[config.mk]
export PLATFORM = sky130hd
export DESIGN_NAME = memory_write_buffer_scheduler
export DESIGN_NICKNAME = d
export VERILOG_FILES = /design/src/rtl/memory_write_buffer_scheduler.sv
export SDC_FILE = /design/constraint.sdc
export NUM_CORES = 2
export LEC_CHECK = 0
export ABC_AREA = 0
export BUFFER_PORTS_ARGS = -buffer_cell sky130_fd_sc_hd__buf_4
export CAP_MARGIN = 25
export CORE_AREA = 2 2 366 368
export DETAILED_ROUTE_END_ITERATION = 8
export DIE_AREA = 0 0 368 370
export SETUP_SLACK_MARGIN = 0.05
export SYNTH_ARGS = -nofsm -noshare
export SYNTH_HDL_FRONTEND = slang
export SYNTH_SLANG_ARGS = --single-unit
[constraint.sdc]
create_clock -name clk -period 16.19 [get_ports clk]
set_clock_uncertainty 0.05 [all_clocks]
set_input_delay 0 -clock clk [delete_from_list [all_inputs] [get_ports clk]]
set_output_delay 0 -clock clk [all_outputs]
set_load 0.01 [all_outputs]
[src/rtl/memory_write_buffer_scheduler.sv]
`default_nettype none
// ============================================================================
// Module   : memory_write_buffer_scheduler
// Purpose  : Posted line write buffer between the memory arbiter and the
//            external memory port; reads bypass queued writes and hit in it.
// Revision : 1.0 - initial release
// ============================================================================
module memory_write_buffer_scheduler #(
    parameter int ADDR_WIDTH = 30,
    parameter int LINE_WIDTH = 128,
    parameter int DEPTH      = 4
) (
    input  logic                    clk,
    input  logic                    rst,
    input  logic [ADDR_WIDTH-1:0]   reqAddr,
    input  logic                    reqEnable,
    input  logic                    reqIsWrite,
    input  logic [LINE_WIDTH-1:0]   reqWriteValue,
    output logic                    reqDone,
    output logic [LINE_WIDTH-1:0]   reqReadValue,
    output logic [ADDR_WIDTH-1:0]   memAddr,
    output logic                    memEnable,
    output logic                    memIsWrite,
    output logic [LINE_WIDTH-1:0]   memWriteValue,
    input  logic [LINE_WIDTH-1:0]   memReadValue,
    input  logic                    memDone,
    output logic                    bufferEmpty,
    output logic [$clog2(DEPTH):0]  bufferCount
);

    localparam int                c_PTR_W = $clog2(DEPTH);
    localparam int                c_CNT_W = c_PTR_W + 1;
    localparam logic [c_PTR_W:0]  c_FULL  = DEPTH[c_PTR_W:0];

    localparam logic [1:0] c_ST_IDLE  = 2'd0;
    localparam logic [1:0] c_ST_READ  = 2'd1;
    localparam logic [1:0] c_ST_DRAIN = 2'd2;

    logic [1:0]             r_state;
    logic [1:0]             w_state_nxt;

    logic [DEPTH-1:0]       r_valid;
    logic [ADDR_WIDTH-1:0]  r_addr [DEPTH];
    logic [LINE_WIDTH-1:0]  r_data [DEPTH];
    logic [c_PTR_W-1:0]     r_head;
    logic [c_PTR_W-1:0]     r_tail;

    logic                   w_hit;
    logic [c_PTR_W-1:0]     w_hit_idx;
    logic                   w_sample;
    logic                   w_full;
    logic                   w_hit_draining;
    logic                   w_wr_merge;
    logic                   w_wr_enq;
    logic                   w_rd_hit;
    logic                   w_rd_miss;
    logic                   w_head_merge;
    logic                   w_start_read;
    logic                   w_start_drain;
    logic                   w_read_done;
    logic                   w_drain_done;
    logic [c_CNT_W-1:0]     w_count_nxt;

    // At most one valid entry can hold a given address, so the last match wins trivially.
    always_comb begin
        w_hit     = 1'b0;
        w_hit_idx = '0;
        for (int i = 0; i < DEPTH; i++) begin
            if (r_valid[i] && (r_addr[i] == reqAddr)) begin
                w_hit     = 1'b1;
                w_hit_idx = c_PTR_W'(i);
            end
        end
    end

    // The outstanding read miss owns the upstream port until its memDone.
    assign w_sample       = reqEnable && !reqDone && (r_state != c_ST_READ);
    assign w_full         = (bufferCount == c_FULL);
    assign w_hit_draining = (r_state == c_ST_DRAIN) && (w_hit_idx == r_head);

    always_comb begin
        w_wr_merge = 1'b0;
        w_wr_enq   = 1'b0;
        w_rd_hit   = 1'b0;
        w_rd_miss  = 1'b0;
        if (w_sample) begin
            if (reqIsWrite) begin
                if (w_hit && !w_hit_draining) begin
                    w_wr_merge = 1'b1;
                end else if (!w_hit && !w_full) begin
                    w_wr_enq = 1'b1;
                end
            end else if (w_hit) begin
                w_rd_hit = 1'b1;
            end else begin
                w_rd_miss = 1'b1;
            end
        end
    end

    // State register
    always_ff @(posedge clk or posedge rst) begin
        if (rst) begin
            r_state <= c_ST_IDLE;
        end else begin
            r_state <= w_state_nxt;
        end
    end

    // Next-state logic: a pending read miss wins over draining
    always_comb begin
        w_state_nxt = r_state;
        case (r_state)
            c_ST_IDLE: begin
                if (w_rd_miss) begin
                    w_state_nxt = c_ST_READ;
                end else if (bufferCount != '0) begin
                    w_state_nxt = c_ST_DRAIN;
                end
            end
            c_ST_READ: begin
                if (memDone) w_state_nxt = c_ST_IDLE;
            end
            c_ST_DRAIN: begin
                if (memDone) w_state_nxt = c_ST_IDLE;
            end
            default: w_state_nxt = c_ST_IDLE;
        endcase
    end

    // Output decode
    always_comb begin
        w_start_read  = 1'b0;
        w_start_drain = 1'b0;
        w_read_done   = 1'b0;
        w_drain_done  = 1'b0;
        case (r_state)
            c_ST_IDLE: begin
                w_start_read  = w_rd_miss;
                w_start_drain = !w_rd_miss && (bufferCount != '0);
            end
            c_ST_READ:  w_read_done  = memDone;
            c_ST_DRAIN: w_drain_done = memDone;
            default: ;
        endcase
    end

    // A merge into the head in the same cycle the drain launches must reach memory.
    assign w_head_merge = w_wr_merge && (w_hit_idx == r_head);
    assign w_count_nxt  = bufferCount + c_CNT_W'(w_wr_enq) - c_CNT_W'(w_drain_done);
    assign bufferEmpty  = (bufferCount == '0) && (r_state != c_ST_DRAIN);

    always_ff @(posedge clk or posedge rst) begin
        if (rst) begin
            r_valid       <= '0;
            r_head        <= '0;
            r_tail        <= '0;
            bufferCount   <= '0;
            reqDone       <= 1'b0;
            reqReadValue  <= '0;
            memEnable     <= 1'b0;
            memIsWrite    <= 1'b0;
            memAddr       <= '0;
            memWriteValue <= '0;
        end else begin
            reqDone     <= w_wr_merge || w_wr_enq || w_rd_hit || w_read_done;
            bufferCount <= w_count_nxt;

            if (w_rd_hit) begin
                reqReadValue <= r_data[w_hit_idx];
            end else if (w_read_done) begin
                reqReadValue <= memReadValue;
            end

            if (w_wr_enq) begin
                r_valid[r_tail] <= 1'b1;
                r_tail          <= r_tail + c_PTR_W'(1);
            end
            if (w_drain_done) begin
                r_valid[r_head] <= 1'b0;
                r_head          <= r_head + c_PTR_W'(1);
            end

            if (w_start_read) begin
                memEnable  <= 1'b1;
                memIsWrite <= 1'b0;
                memAddr    <= reqAddr;
            end else if (w_start_drain) begin
                memEnable     <= 1'b1;
                memIsWrite    <= 1'b1;
                memAddr       <= r_addr[r_head];
                memWriteValue <= w_head_merge ? reqWriteValue : r_data[r_head];
            end else if (w_read_done || w_drain_done) begin
                memEnable <= 1'b0;
            end
        end
    end

    // Entry payload needs no reset; validity gates every use of it.
    always_ff @(posedge clk) begin
        if (w_wr_enq) begin
            r_addr[r_tail] <= reqAddr;
            r_data[r_tail] <= reqWriteValue;
        end
        if (w_wr_merge) begin
            r_data[w_hit_idx] <= reqWriteValue;
        end
    end

endmodule
`default_nettype wire

After elaboration in Yosys (flattened, before gate mapping) --
Memories as Yosys holds them, arrays and structs flattened. A register that Yosys moved wholly into a read port is not among the register bits. Cells that the tools add are included. W data, S select, Z words.
Storage, ports and cells: bits in registers 303, bits in writable memories 632, input port bits 291, output and inout bits 293, logic and storage cells 123, memories kept 2
Operators by class: add/sub/neg operators 4, $lt $le $gt $ge 4, equality and inequality tests 13, multiplexer cells 51, bitwise logic cells 5, reduce and logical (&&, ||, !) cells 32
Memories:
- r_data | depth 4, bits a word 128, rd ports 2, clocked after memory_dff 1, write ports 1, line 44 | logic [LINE_WIDTH-1:0] r_data [DEPTH];
- r_addr | depth 4, bits a word 30, rd ports 5, clocked after memory_dff 0, write ports 1, line 43 | logic [ADDR_WIDTH-1:0] r_addr [DEPTH];
Operators with widths (number):
- $mux W128 | 4
- $reduce_or A128 Y1 | 1
- $eq A30 B30 Y1 | 4
- $mux W30 | 2
- $mux W1 | 34
- $logic_and A1 B1 Y1 | 13
- $mux W2 | 6
- $mux W4 | 2
- $lt A2 B3 Y1 const B | 2
- $reduce_bool A3 Y1 | 2
- $logic_not A1 Y1 | 5
- $add A2 B1 Y2 const B | 2
- $and A4 B4 Y4 | 1
- $demux W1 S2 | 2
- $eq A2 B2 Y1 | 2
- $ge A2 B1 Y1 const B | 2
- $logic_or A1 B1 Y1 | 4
- $ne A2 B1 Y1 const B | 2
- $not A4 Y4 | 1
- $or A4 B4 Y4 | 1
- $pmux W2 S2 | 1
- $reduce_and A2 Y1 | 2
- $reduce_bool A2 Y1 | 2
- $add A3 B1 Y3 | 1
- other kinds (11) | 11

Logic depth before layout (Yosys ltp) --
An unclocked memory read counts as a cell.
word-level depth 17, mapped depth 17

Worst setup path after synthesis --
Ideal clock, no wire load.
kind register -> register, start point memory r_addr[2][15], end point memory r_data[0][0] (enable), data arrival time 8.752 ns, setup slack 6.728 ns, cell stages (with the launch flop) 10, buffers on the path 2, period minus slack after synthesis 9.462 ns, cells stage by stage edfxtp_1 > xnor2_1 > nand4_1 > or4_1 > or4_1 > buf_2 > nand4_2 > or4b_1 > clkbuf_1 > o22ai_1
RTL lines (line):
- start, declared | 43
- end, declared | 44

==> flow_summary.yaml <==
run_status:
  outcome: "complete, no violations"
route:
  num_vias: 30190
  ant_nets: 0
  totalWireLength_um: 136000
  firstDrtPassIters: 7
  via_per_inst: 5.194
  wl_per_cell_um: 23.40
  remaining_drc_errors: 0
  first_iter_violations: 2366
cells_and_area:
  final_nets: 4242
  stdcell_area_um2: 61430
  drive_above_1_share_pct: 30.84
  final_util_pct: 46.38
  area_growth_pct: 33.90
  final_cells: 5812
critical_path:
  cp_num_buf_inv: 7
  cp-end-kind: "flip-flop"
  cpMostUsedCell: "buf_4"
  crit_family: "buffers and inverters"
  arrival_ps: 5620
  crit_type: "input pin to flip-flop"
  critical_path.slowest_cell: "or4_4"
  worstPathMaxFanout: 66
  worstPathCellList: "dlygate4sd3_1 -> dlygate4sd3_1 -> buf_4 -> xnor2_1 -> nand4_1 -> or4_1 -> or4_4 -> nand4_2 -> buf_4 -> o21bai_4 -> buf_4 -> inv_6 -> buf_4"
  start_kind: "input pin"
  critPathMaxStageDelay_ps: 850
  worstPathRequired_ps: 16470
hold_path:
  hold_path_class: "input pin to flip-flop"
synthesis:
  yosys_warnings: 0
  ys_types: 43
  syn_avg_cell_area_um2: 16.04
  yosysMostFrequentCell: "edfxtp_1"
  synth.cell_area_um2: 45880
  synthTopCellsByCount: "760 x edfxtp_1, 303 x dfrtp_1, 176 x clkbuf_1"
  synth_ff_type: "edfxtp_1"
  yosys.area.top_type: "edfxtp_1"
  yosys-top-cells-area: "edfxtp_1 50%, dfrtp_1 17%, mux4_2 7.8%"
  synth_fp_nets: 3165
  ys_ff_latch: 1063
  yosysTopAreaCellShare_pct: 49.74
  synth_edf_count: 760
  synth_seq_area_share_pct: 66.27
  async_reset_ff_share_pct: 28.50
  synthCells: 2860
die:
  die_area_um2: 136200
  std_cell_rows: 134
  die_y_um: 370
  die_x_um: 368
  io_pins: 584
  core_um2: 132500
  start_util_pct: 34.64
cts:
  clock_latency_ps: 730
  clock-sinks: 1063
  cts.path.max_buffers: 3
  cts_tree: "yes"
  cts_root_buf: "clkbuf_16"
  ctsHtreeMaxLevel: 3
  numCtsBuffers: 112
  clk_pin_slew_worst_paths_ps: 60
  post-cts-setup-buffers: 0
timing:
  maxSlewViolCount: 0
  period_share_pct: 32.99
  rsz0062_at_grt: "no"
  hold_viol_final: 0
  relSlewSlack_pct: 29.20
  setup_viol: 0
  setup-tns-final_ps: 0
  fmax_ghz: 0.1872
  tightest_slew_ps: 1062
  period_needed_ps: 5342
power_and_ir_drop:
  leakage_nw: 22.61
  ir_drop_mv: 0.09824
  powerDensity_nw_per_um2: 162.6
global_route:
  grt_max_degree: 87
  first_global_vias: 31440
  antenna_found_initial: 15
  gr-total-overflow: 0
  gr-usage-all-layers_pct: 19.62
  grt_pass1_wl_um: 201500
placement:
  place_congestion: 0.8192
  placed_cell_area_um2: 51970
  place_inst: 5029
  hpwl_um: 81270
  port_buffers: 583
job:
  max_cap_viol_count: 0
==> through the flow <==
step	power (W)	worst slack [ps]	hold WS, ps
2_1_floorplan	0.006029	6728	48.87
3_3_place_gp	0.007273	10790	56.90
3_5_place_dp	0.007312	10730	55.26
4_1_cts	0.01007	10700	0.8254
5_1_grt	0.01047	10560	14.21
6_report	0.009987	10850	48.15
==> cell type report <==
cell class,instances,area (um^2)
Antenna cell,7,17.52
Tap cell,1768,2212
Inverter,13,61.31
Fill cell,11430,71020
Clock inverter,82,875.8
Timing Repair Buffer,1197,10420
Clock buffer,132,2918
Sequential cell,1063,30420
Multi-Input combinational cell,1550,14520
==> metal layers <==
layer | wire (um) | vias up | track usage (%)
met1 | 57120 | 15490 | 25.75
li1 | - | 13420 | -
met2 | 65780 | 1072 | 32.67
met3 | 9400 | 201 | 3.950
met4 | 3629 | 10 | 6.327
met5 | 58 | - | 0
==> power by group <==
part	switching, W	internal (W)
clock	0.00115	0.00148
sequential	0.000363	0.00365
combinational	0.00161	0.00173
total	0.00311	0.00687
==> logic make-up (layout without fill, tap and decap cells) <==
family | after synthesis | count (layout) | synth area share (%)
multiplexers | 542 | 542 | 17.54
other | 0 | 7 | 0
XOR/XNOR | 125 | 125 | 2.386
AND/OR/NAND/NOR | 240 | 240 | 2.337
flip-flops | 1063 | 1063 | 66.27
adder cells (fa/ha/maj) | 14 | 14 | 0.3982
buffers and inverters | 247 | 1424 | 2.291
AO/OA/AOI/OAI | 629 | 629 | 8.778
==> cell usage in the layout (no fill, tap or decap), types with 129 or more instances in the layout <==
master / count
a211oi_1: 129
a21oi_1: 133
buf_4: 635
dfrtp_1: 300
dlygate4sd3_1: 559
edfxtp_1: 760
mux2_2: 169
mux4_2: 158
nor2_1: 162
o21ai_0: 152
==> path summary, 6_finish.rpt <==
path | from | endpoint | slack [ps] | cells after the start
hold / removal | reqWriteValue[104] | r_data[1][104]$_DFFE_PP_ | 50 | 2
min in group asynchronous | rst | reqReadValue[75]$_DFFE_PP0P_ | 430 | 4
setup reg to reg | r_addr[2][13]$_DFFE_PP_ | flip-flop | 10850 | 10
hold reg to reg | flip-flop | flip-flop | 450 | 1
max in group asynchronous | rst | async pin | 13620 | 7
setup / recovery | reqAddr[3] | flip-flop | 10850 | 13
==> what timing repair did <==
item                                   in CTS  in global routing
setup endpoints to repair                   0                  0
resized for setup                           0                  0
endpoints found under the hold margin    1084                  0
hold buffers                              559                  0
Note: power is estimated with default switching activity, not from simulation.
